## config.mk

```make
export PLATFORM = sky130hd
export DESIGN_NAME = uart_rx
export DESIGN_NICKNAME = d
export VERILOG_FILES = /design/src/rtl/uart_rx.sv
export SDC_FILE = /design/constraint.sdc
export NUM_CORES = 1
export LEC_CHECK = 0
export ABC_AREA = 1
export CORE_ASPECT_RATIO = 2
export CORE_MARGIN = 2
export CORE_UTILIZATION = 29
export CTS_BUF_LIST = sky130_fd_sc_hd__clkbuf_16
export CTS_CLUSTER_SIZE = 25
export DETAILED_ROUTE_END_ITERATION = 8
export GPL_TIMING_DRIVEN = 0
export HOLD_SLACK_MARGIN = 0.03
export PLACE_DENSITY_LB_ADDON = 0.3
export SLEW_MARGIN = 20
export SYNTH_ARGS = -nofsm -noshare
export SYNTH_HDL_FRONTEND = slang
export SYNTH_SLANG_ARGS = --single-unit
```

## constraint.sdc

```tcl
create_clock -name clk -period 2.85 [get_ports clk]
set_clock_uncertainty 0.15 [all_clocks]
set_input_delay 0.57 -clock clk [delete_from_list [all_inputs] [get_ports clk]]
set_output_delay 0.57 -clock clk [all_outputs]
set_load 0.01 [all_outputs]
```

## src/rtl/uart_rx.sv

```systemverilog
// rtl/uart_rx.sv - UART receiver: 8 data bits MSB first, 1 stop bit, valid/ready byte output
module uart_rx #(
    parameter int CLKS_PER_BIT = 1,
    parameter int SYNC_STAGES  = 2
) (
    input  logic       clk,
    input  logic       rst_n,
    input  logic       rx,
    input  logic       rx_ready,
    input  logic       err_clr,
    output logic [7:0] rx_data,
    output logic       rx_valid,
    output logic       busy,
    output logic       frame_err,
    output logic       overrun
);

    localparam int MID = (CLKS_PER_BIT - 1) / 2;
    localparam int CW  = $clog2(CLKS_PER_BIT + 1);
    localparam logic [CW-1:0] MID_C = CW'(MID);
    localparam logic [CW-1:0] CPB_C = CW'(CLKS_PER_BIT);
    localparam logic [CW-1:0] ONE_C = CW'(1);

    typedef enum logic [1:0] {IDLE, START, DATA, STOP} state_t;

    // With MID==0 the detection cycle is already the start-bit midpoint.
    localparam state_t AFTER_DETECT = (MID == 0) ? DATA : START;

    state_t                 state_q, state_d;
    logic [SYNC_STAGES-1:0] sync_q, sync_d;
    logic [CW-1:0]          cnt_q, cnt_d;
    logic [2:0]             bit_q, bit_d;
    logic [7:0]             shift_q, shift_d;
    logic [7:0]             data_q, data_d;
    logic                   valid_q, valid_d;
    logic                   busy_q, busy_d;
    logic                   ferr_q, ferr_d;
    logic                   ovr_q, ovr_d;
    logic                   rx_s;

    generate
        if (SYNC_STAGES == 1) begin : g_sync1
            assign sync_d = rx;
        end else begin : g_syncn
            assign sync_d = {sync_q[SYNC_STAGES-2:0], rx};
        end
    endgenerate

    assign rx_s = sync_q[SYNC_STAGES-1];

    always_comb begin
        state_d = state_q;
        cnt_d   = cnt_q;
        bit_d   = bit_q;
        shift_d = shift_q;
        data_d  = data_q;
        valid_d = valid_q;
        ferr_d  = ferr_q;
        ovr_d   = ovr_q;

        if (valid_q && rx_ready) valid_d = 1'b0;
        if (err_clr) begin
            ferr_d = 1'b0;
            ovr_d  = 1'b0;
        end

        // cnt holds the offset since the previous sample point.
        case (state_q)
            IDLE: begin
                if (!rx_s) begin
                    cnt_d   = ONE_C;
                    bit_d   = 3'd0;
                    state_d = AFTER_DETECT;
                end
            end
            START: begin
                if (cnt_q == MID_C) begin
                    cnt_d   = ONE_C;
                    state_d = rx_s ? IDLE : DATA;
                end else begin
                    cnt_d = cnt_q + ONE_C;
                end
            end
            DATA: begin
                if (cnt_q == CPB_C) begin
                    shift_d = {shift_q[6:0], rx_s};
                    cnt_d   = ONE_C;
                    if (bit_q == 3'd7) state_d = STOP;
                    else               bit_d   = bit_q + 3'd1;
                end else begin
                    cnt_d = cnt_q + ONE_C;
                end
            end
            STOP: begin
                if (cnt_q == CPB_C) begin
                    cnt_d   = '0;
                    state_d = IDLE;
                    if (!rx_s) begin
                        ferr_d = 1'b1;
                    end else if (!valid_q || rx_ready) begin
                        data_d  = shift_q;
                        valid_d = 1'b1;
                    end else begin
                        ovr_d = 1'b1;
                    end
                end else begin
                    cnt_d = cnt_q + ONE_C;
                end
            end
            default: state_d = IDLE;
        endcase

        busy_d = (state_d != IDLE);
    end

    always_ff @(posedge clk or negedge rst_n) begin
        if (!rst_n) begin
            state_q <= IDLE;
            sync_q  <= '1;
            cnt_q   <= '0;
            bit_q   <= '0;
            shift_q <= '0;
            data_q  <= '0;
            valid_q <= 1'b0;
            busy_q  <= 1'b0;
            ferr_q  <= 1'b0;
            ovr_q   <= 1'b0;
        end else begin
            state_q <= state_d;
            sync_q  <= sync_d;
            cnt_q   <= cnt_d;
            bit_q   <= bit_d;
            shift_q <= shift_d;
            data_q  <= data_d;
            valid_q <= valid_d;
            busy_q  <= busy_d;
            ferr_q  <= ferr_d;
            ovr_q   <= ovr_d;
        end
    end

    assign rx_data   = data_q;
    assign rx_valid  = valid_q;
    assign busy      = busy_q;
    assign frame_err = ferr_q;
    assign overrun   = ovr_q;

endmodule

```

Word-level counts from Yosys, hierarchy flattened
Cells that the tools add are included.

Bits in registers: 28. Latch bits: 0. Bits in writable memories: 0. Bits in read-only memories: 0. Output and inout port bits: 12. Logic and storage cells: 58. Memories: 0.

$add $sub $neg: 2. Multiply operators: 0. Div/mod/pow operators: 0. Order comparisons: 0. Eq/ne operators: 7. Shift-type cells: 0. Mux-type cells: 30. Bitwise logic cells: 0. Reductions and logical operators: 9.

Operator list (count): $mux W1 (18); $mux W2 (6); $mux W3 (3); $pmux W2 S4 (1); $reduce_and A4 Y1 (2); $ne A2 B2 Y1 const B (3); $pmux W3 S2 (1); $eq A2 B2 Y1 const B (2); $pmux W1 S4 (1); $reduce_bool A2 Y1 (2); $add A3 B1 Y3 const B (1); $eq A3 B3 Y1 const B (1); $eq A2 B1 Y1 const B (1); $logic_not A2 Y1 (1); $reduce_and A2 Y1 (1); $add A1 B1 Y1 const B (1); $logic_and A1 B1 Y1 (1); $logic_not A1 Y1 (1); $logic_or A1 B1 Y1 (1).

Longest topological paths before layout
Word-level depth: 6. Mapped depth: 8. Depth with buffers taken out: 8.

Worst setup path before layout
OpenSTA, ideal clock, no wires.

Path type: register to register. From: register bit_q[0]. To: register bit_q[0]. Setup time: 116 ps. Arrival time: 1107 ps. Path slack: 1476 ps. Stages on the path, launching flop included: 9. Path buffers: 0. Period minus slack after synthesis: 1374 ps. Cells stage by stage: dfrtp_1 > ha_1 > ha_1 > inv_1 > nand2_1 > nand2_1 > nand2_1 > nand2_1 > nand2_1.

Cells in the longest elaborated chain, start to end: 4.

Ends and longest elaborated chain: start, declared (line 32) `logic [2:0] bit_q, bit_d;`; start signal, assigned (line 132) `bit_q <= bit_d;`; $add A3 B1 Y3 (line 89) `else bit_d = bit_q + 3'd1;`; $mux W3 (line 88) `if (bit_q == 3'd7) state_d = STOP;`; $mux W3 (line 85) `if (cnt_q == CPB_C) begin`; $pmux W3 S2 (line 68) `case (state_q)`.

Several ways; a longest one is shown, not always the timed one. The select of a mux whose other input is x is not followed. A chain may end at the register's enable or synchronous reset.

Worst setup path in the final report
From: register data_q[3], in the netlist rx_data[3]. To: output port rx_data[3].

RTL lines: start, declared (line 34) `logic [7:0] data_q, data_d;`; start signal, assigned (line 134) `data_q <= data_d;`; end, declared (line 11) `output logic [7:0] rx_data,`.

No word-level cell between the ends.

==> impl_metrics.csv <==
group,metric,value,unit
pwr,power.switching,660,uW
logic_synthesis,synthTopCellsByArea,"dfrtp_1, nand2_1, nand4_1",
sta,max_slew_margin,0.592,
pwr,p_int,1.11,mW
global_route,grt-ovfl-total,0,
clock_network,cts.repair.resized,0,
logic_synthesis,synthCells,129,
placement,portBuffers,16,
clock_network,cts_max_level,1,
sta,final.min_clock_period,1.87,ns
logic_synthesis,synth_top_cell_by_area,"dfrtp_1",
layout,drive_gt1_frac,0.128,
outcome,outcome,"finished clean",
critical_path,crit_buf_inv,1,
sta,fmax,0.534,GHz
critical_path,startpoint,"rx_data[3]",
logic_synthesis,ys_ff_latch,28,
critical_path,cp_top_family,"buffers and inverters",
clock_network,postCtsSetupBuffers,0,
layout,syn_to_final_growth,25.0,%
clock_network,cts_tree,"yes",
floorplan,fp.dieArea,4690,sq um
detailed_routing,postRouteAntennaNets,0,
sta,final_max_slew_viol_count,0,
critical_path,cp_slowest_cell,"clkdlybuf4s50_1",
floorplan,die_w,49.4,um
sta,rsz0062_at_grt,"false",
pwr,p_comb_frac,0.440,
pwr,finalPower,1.77,mW
logic_synthesis,avgSynthCellArea,9.28,sq um
clock_network,clockBufferDepth,2,
floorplan,ios,17,
global_route,grt_pass1_wl,4070,um
critical_path,cp_max_fo,2,
sta,min_period_over_period,0.657,
layout,postLayoutCellArea,1500,sq um
placement,dpl_cell_area,1420,sq um
critical_path,critical_path.endpoint_type,"output pin",
layout,antenna_cells,0,
detailed_routing,drt-total-wl,2310,um
clock_network,cts_sinks,28,
sta,finalSetupViolations,0,
clock_network,numCtsBuffers,3,
placement,routabilityCongestion,0.777,
logic_synthesis,synth_top_area_frac,0.543,
detailed_routing,drcViolationCount,0,
run,cap_violations,0,
critical_path,crit_chain,"clkdlybuf4s50_1",
pwr,peakVddDrop,0.507,mV
logic_synthesis,synth_seq_area_share,0.587,
placement,dp_hpwl,1750,um
pwr,p_seq_frac,0.382,
pwr,p_leak,0.747,nW
floorplan,core,4050,sq um
detailed_routing,vias,918,
clock_network,hold_buffers,0,
logic_synthesis,yosysWarnings,0,
pwr,clock_power_share,0.178,
critical_path,crit_path_max_incr_delay,0.54,ns
logic_synthesis,synth_cell_types,20,
detailed_routing,vias_per_cell,4.57,
sta,finalSetupTns,0,ns
clock_network,clk_pin_slew_worst_paths,0.06,ns
global_route,grt_antenna_before_repair,0,
logic_synthesis,syn-cell-area,1200,sq um
floorplan,rows,33,
pwr,p_per_area,1180,nW/um^2
layout,num-nets-final,157,
layout,nFillCells,452,
global_route,grt_pass1_vias,921,
critical_path,crit_path_start_kind,"flip-flop",
sta,hold_violations,0,
global_route,grtUsageTotal,0.115,
logic_synthesis,synth_nets,136,
layout,regArea,703,sq um
critical_path,crit_required,2.13,ns
detailed_routing,drt_pass1_iterations,4,
detailed_routing,routedWlPerCell,11.5,um
clock_network,insertion_delay,0.26,ns
global_route,grt_max_degree,29,
critical_path,crit_type,"flip-flop to output pin",
sta,worstMarginPinSlew,0.612,ns
critical_path,cp.arrival,1.15,ns
floorplan,die_h,94.9,um
worst_hold_path,min_path_type,"input port to asynchronous set/reset pin",
floorplan,initial_core_util,0.296,
clock_network,ctsRootBufferMaster,"clkbuf_16",
critical_path,rr_startpoint,"bit_q[0]",
placement,place_ws,1.04,ns
layout,multiInputGateArea,399,sq um
detailed_routing,drt_iter0_drc,27,
pwr,swShare,0.372,
sta,timing.final.ws_setup,0.976,ns
==> flip-flops by register name, summed over array words and instances (netlist names) <==
signal,flops
rx_valid,1
frame_err,1
bit_q,3
rx_data,8
state_q,2
busy,1
shift_q,8
cnt_q,1
sync_q,2
overrun,1
==> cells in the mapped netlist <==
| library cell | count |
|---|---|
| dfrtp_1 | 26 |
| nand3_1 | 6 |
| o21ai_1 | 6 |
| nand4_1 | 9 |
| ha_1 | 2 |
| nand2_1 | 41 |
| o31ai_1 | 1 |
| dfstp_2 | 2 |
| nor2_1 | 7 |
| nand3_4 | 2 |
| buf_6 | 1 |
| buf_4 | 1 |
| o21ai_0 | 1 |
| inv_2 | 4 |
| inv_1 | 11 |
| buf_2 | 2 |
| a21oi_1 | 3 |
| a31oi_1 | 1 |
| clkinv_2 | 2 |
| a21oi_2 | 1 |
==> power groups by stage <==
stage                     clock network [mW]  registers [mW]  logic, mW
after floorplan                            0           0.698      0.490
after global routing                   0.347           0.702      0.880
after detailed placement                   0           0.686      0.789
after CTS                              0.326           0.679      0.792
after global placement                     0           0.674      0.750
final                                  0.315           0.677      0.779
==> cell families after synthesis <==
kind of cell / after synthesis / synth area share
and+or+nand+nor: 65 / 0.252
buffers and inverters: 21 / 0.0794
AOI/OAI and AO/OA: 13 / 0.0606
adders and majority gates: 2 / 0.0209
DFF: 28 / 0.587
==> metrics by stage <==
stage	cells	hold WS, ns	util
floorplan	129	0.124	-
global placement	197	0.196	0.352
detailed placement	197	0.198	0.350
CTS	201	0.185	0.370
global route	201	0.215	0.370
finish	201	0.165	0.370
==> layout by cell type, fill, tap and decap left out <==
cell type,synthesis,final
buf_6,1,1
a31oi_1,1,1
inv_1,11,11
clkinv_2,2,2
nand3_4,2,2
o31ai_1,1,1
clkbuf_16,0,3
ha_1,2,2
a21oi_2,1,1
a21oi_1,3,3
dfstp_2,2,2
clkdlybuf4s50_1,0,15
o21ai_0,1,1
buf_4,1,1
nand3_1,6,6
nand2_1,41,41
nor2_1,7,7
o21ai_1,6,6
dfrtp_1,26,26
clkinv_1,0,1
inv_2,4,4
buf_2,2,3
nand4_1,9,9
==> final cells by class <==
| class | instances | share of cell area |
|---|---|---|
| clock inverter | 1 | 0.00251 |
| timing repair buffer | 16 | 0.104 |
| sequential | 28 | 0.470 |
| multi-input combinational | 80 | 0.267 |
| inverter | 17 | 0.0443 |
| buffer | 4 | 0.0192 |
| clock buffer | 3 | 0.0502 |
| tap | 52 | 0.0435 |
==> worst paths after layout <==
path,endpoint,slack [ns],cells past startpoint
worst max-delay path,rx_data[3],0.98,1
worst min-delay path,rx_data[6],0.17,1
worst max register to register,bit_q[2],1.34,8
worst min register to register,sync_q[1],0.21,0
max in group asynchronous,rx_data[1],1.98,1
min in group clk,sync_q[1],0.21,0
==> metal layers <==
metal  up-vias  global-route usage  wire [um]
li1        451                   -          -
met1       446               0.120        874
met2        17               0.213       1320
met3         4              0.0158         59
met4         0              0.0694         51
met5         -                   0          0
Power figures use the tool's default switching activity.
